File: src/rtl/layer_scroller.sv
// Vertical-scroll controller for one row of game blocks: steps a pixel offset per
// 1 ms tick until one layer height has scrolled, then latches the next row's map/types.
module layer_scroller #(
  parameter int unsigned N_BLOCKS = 7,
  parameter int unsigned LAYER_H  = 150,
  parameter int unsigned Y_BASE   = 25,
  parameter int unsigned STEP_W   = 3
) (
  input  logic                clk,
  input  logic                rst,
  input  logic                en,
  input  logic                one_ms_tick,
  input  logic                start,
  input  logic                load,
  input  logic [STEP_W-1:0]   speed,
  input  logic [N_BLOCKS-1:0] layer_map_in,
  input  logic [N_BLOCKS-1:0] block_type_in,
  output logic [11:0]         ypos,
  output logic [7:0]          shift_y,
  output logic                busy,
  output logic                done,
  output logic [N_BLOCKS-1:0] layer_map_out,
  output logic [N_BLOCKS-1:0] block_type_out
);

  localparam logic [8:0]  LAYER_H_9 = 9'(LAYER_H);
  localparam logic [7:0]  LAYER_H_8 = 8'(LAYER_H);
  localparam logic [11:0] Y_BASE_12 = 12'(Y_BASE);

  typedef enum logic [1:0] {
    ST_IDLE   = 2'd0,
    ST_SCROLL = 2'd1,
    ST_END    = 2'd2
  } state_t;

  state_t              state;
  logic [STEP_W-1:0]   step;
  logic [8:0]          sum;

  // One bit wider than shift_y so the compare against LAYER_H never sees a wrap.
  assign sum  = {1'b0, shift_y} + 9'(step);
  assign ypos = Y_BASE_12 + 12'(shift_y);

  always_ff @(posedge clk) begin
    if (rst) begin
      state          <= ST_IDLE;
      shift_y        <= 8'd0;
      step           <= '0;
      busy           <= 1'b0;
      done           <= 1'b0;
      layer_map_out  <= '0;
      block_type_out <= '0;
    end else if (!en) begin
      done <= 1'b0;
    end else begin
      done <= (state == ST_END);
      case (state)
        ST_IDLE: begin
          if (start) begin
            state   <= ST_SCROLL;
            busy    <= 1'b1;
            shift_y <= 8'd0;
            step    <= (speed == '0) ? STEP_W'(1) : speed;
          end
        end
        ST_SCROLL: begin
          // Abort wins over a coincident tick: no final increment.
          if (load) begin
            state <= ST_END;
          end else if (one_ms_tick) begin
            if (sum >= LAYER_H_9) begin
              shift_y <= LAYER_H_8;
              state   <= ST_END;
            end else begin
              shift_y <= sum[7:0];
            end
          end
        end
        ST_END: begin
          shift_y        <= 8'd0;
          layer_map_out  <= layer_map_in;
          block_type_out <= block_type_in;
          busy           <= 1'b0;
          state          <= ST_IDLE;
        end
        default: begin
          busy  <= 1'b0;
          state <= ST_IDLE;
        end
      endcase
    end
  end

endmodule

File: config.mk
export PLATFORM = sky130hd
export DESIGN_NAME = layer_scroller
export DESIGN_NICKNAME = d
export VERILOG_FILES = /design/src/rtl/layer_scroller.sv
export SDC_FILE = /design/constraint.sdc
export NUM_CORES = 1
export LEC_CHECK = 0
export ABC_AREA = 0
export BUFFER_PORTS_ARGS = -buffer_cell sky130_fd_sc_hd__buf_2
export CAP_MARGIN = 20
export CELL_PAD_IN_SITES_DETAIL_PLACEMENT = 1
export CELL_PAD_IN_SITES_GLOBAL_PLACEMENT = 2
export CORE_MARGIN = 5
export CORE_UTILIZATION = 30
export CTS_BUF_LIST = sky130_fd_sc_hd__clkbuf_4 sky130_fd_sc_hd__clkbuf_8
export CTS_CLUSTER_DIAMETER = 50
export DETAILED_ROUTE_END_ITERATION = 8
export GPL_TIMING_DRIVEN = 0
export HOLD_SLACK_MARGIN = 0.1
export PLACE_DENSITY_LB_ADDON = 0.1
export SYNTH_ARGS = -nofsm -noshare
export SYNTH_HDL_FRONTEND = slang
export SYNTH_SLANG_ARGS = --single-unit
File: constraint.sdc
create_clock -name clk -period 4.33 [get_ports clk]
set_clock_uncertainty 0.2 [all_clocks]
set_input_delay 1.299 -clock clk [delete_from_list [all_inputs] [get_ports clk]]
set_output_delay 1.299 -clock clk [all_outputs]
set_load 0.03 [all_outputs]
==> flow_summary.ini <==
[outcome]
status = completed

[die]
die_x_um = 82.6
coreArea_um2 = 5110
floorplan.initialDensity = 0.310
die-area_um2 = 6830
die_h_um = 82.6
rows = 26
boundaryPins = 59

[place]
hpwl_um = 3600
gp_congestion = 0.749
io_buffers = 54

[clock_network]
cts_root_buf = clkbuf_8
cts_hold_buf = 0
cts_inserted_buffers = 5
clock-sinks = 29
insertion_delay_ns = 0.28
cts_tree = done
htreeDepth = 2
ctsResizeCount = 0
ctsLongestPathBuffers = 2
clk_pin_slew_ns = 0.07
post_cts_buffers = 0

[global_routing]
grt_remaining_overflow = 0
antenna_found_initial = 0
track_usage = 0.146
grt_max_degree = 11
first_global_vias = 1607
grt_pass1_wl_um = 7630

[synth]
synth_top_area_cell = dfxtp_1
netlist.area_leader.share = 0.367
yosys.area_share.simple = 0.258
async_flop_share = 0
synthTopCellsByArea = dfxtp_1, nand2_1, a21oi_1
ys_ff_latch = 29
syn_area_um2 = 1580
ys_seq_area_frac = 0.367
synth_compound_area_frac = 0.222
synthXorXnorAreaFrac = 0.0387
netlist_instances = 199
ys_types = 51
avgSynthCellArea_um2 = 7.95
synth_edf_count = 0
yosys-mux-area-fraction = 0.0134
synth_fa_ha_area_frac = 0.0443
ys_warn_count = 0
synth_top_family_by_area = simple AND/OR/NAND/NOR gates
synth_flop_cell = dfxtp_1

[setup_path]
r2r_start = shift_y[0]
critPathMaxFanout = 6
start_kind = flip-flop
worstSetupStartpoint = shift_y[0]
cpMaxStageDelayCell = dfxtp_1
endpoint_kind = output port
critPathKind = flip-flop to output port
cp.required_ns = 2.83
path_buf_inv = 1
path_cells = ha_1, a21oi_1, nand2b_1, nand2_1, xnor2_1, buf_2
cp_slowest_stage_delay_ns = 0.38
crit_family = flip-flops
cp.arrival_ns = 1.73

[final_layout]
layout-drive-gt1-share = 0.308
antenna_cells = 0
regArea_um2 = 581
area_growth_pct = 31.5
multi_input_area_um2 = 925
num-fill-cells = 668
layout.nets = 290

[timing]
finalCritPeriodShare = 0.745
grt_setup_unrepaired = false
slew_headroom = 0.620
finalMaxSlewViolations = 0
fmax_mhz = 310
worst_pin_slew_ns = 0.569
setup-tns-final_ns = 0
hold_viol = 0
setup_violations = 0
holdWs_ns = 0.250
min_period_ns = 3.23

[route]
viasPerCell = 4.77
wirelength_um = 4580
routed-via-count = 1589
dr.pass1.iters = 4
drt-initial-drc-count = 55
drc = 0
antenna_left = 0
wl_per_cell_um = 13.7

[run]
cap_violations = 0

[pwr]
pwr_density_cell_nw_per_um2 = 319
leakagePower_nw = 0.937
irDropWorstVdd_mv = 0.148

[min_path]
hold_start = block_type_out[3]
min_path_type = flip-flop to flip-flop
==> path summary, 6_finish.rpt <==
check / cells after the start / slack, ns / end
worst max-delay path: 6 / 1.10 / ypos[6]
worst min-delay path: 2 / 0.25 / block_type_out[3]
worst max register to register: 8 / 1.42 / shift_y[1]
worst min register to register: 2 / 0.25 / block_type_out[3]
==> power by group <==
group	leakage (nW)	switching, mW	total [mW]	internal [mW]
Sequential	0.234	0.00320	0.274	0.271
Clock	0.0681	0.113	0.342	0.229
Combinational	0.634	0.0304	0.0488	0.0184
Total	0.937	0.147	0.665	0.518
==> worst reg2reg max path, stage by stage, from the launching register on <==
cell and delay [ns]:
dfxtp_1 0.38, ha_1 0.29, fa_1 0.52, and4bb_4 0.38, nand4_1 0.09, a32o_1 0.29, o21bai_4 0.22, and2_4 0.17
a221o_1 0.25
==> flip-flops by register name, indices dropped and copies added, names as in the netlist <==
register        count
shift_y             8
block_type_out      7
layer_map_out       7
step                3
state               2
busy                1
done                1
==> kinds of logic (layout without fill, tap and decap cells) <==
| kind of cell | count (synthesis) | in the layout |
|---|---|---|
| other | 1 | 3 |
| AOI/OAI and AO/OA | 53 | 53 |
| DFF | 29 | 29 |
| muxes | 2 | 2 |
| and+or+nand+nor | 84 | 84 |
| xor gates and xnor gates | 7 | 7 |
| adders and majority gates | 5 | 5 |
| buffers and inverters | 18 | 80 |
==> cells in the final DEF (no fill, tap or decap), types with 4 or more instances in the layout <==
cell / instances
buf_2: 58
nand2_1: 39
dfxtp_1: 29
a21oi_1: 25
nor2_1: 17
clkbuf_1: 7
o21ai_0: 7
nor3_1: 5
clkbuf_8: 5
xor2_1: 4
ha_1: 4
==> metal layers <==
layer,track usage,share of wire
met1,0.193,0.48
met2,0.230,0.46
met3,0.0358,0.052
met4,0.0490,0.0083
met5,0,0
==> layout make-up <==
| cell class | count | area share |
|---|---|---|
| Tap cell | 70 | 0.0421 |
| Sequential cell | 29 | 0.279 |
| Clock inverter | 3 | 0.0312 |
| Multi-Input combinational cell | 154 | 0.444 |
| Clock buffer | 5 | 0.0331 |
| Inverter | 3 | 0.00541 |
| Buffer | 15 | 0.0355 |
| Timing Repair Buffer | 54 | 0.130 |
==> cell usage after synthesis, types with 3 or more instances <==
cell type and instances:
ha_1 4, nand2_1 39, inv_1 3, xor2_1 4
nor3_1 5, nor2b_1 3, dfxtp_1 29, xnor2_1 3
a221o_1 3, buf_2 4, o21ai_0 7, a21oi_1 25
nor2_1 17, buf_4 3, a211oi_1 3, clkbuf_1 7
==> per-stage QoR <==
stage	instances	utilization	total power, mW	setup slack (ns)	instance area, um2
after floorplan	201	-	0.309	1.19	1590
final	333	0.408	0.665	1.10	2080
after CTS	333	0.408	0.674	1.03	2080
after global placement	325	0.381	0.329	1.25	1950
after global routing	333	0.408	0.692	0.954	2080
after detailed placement	325	0.381	0.330	1.23	1950
(Power assumes the default switching activity.)
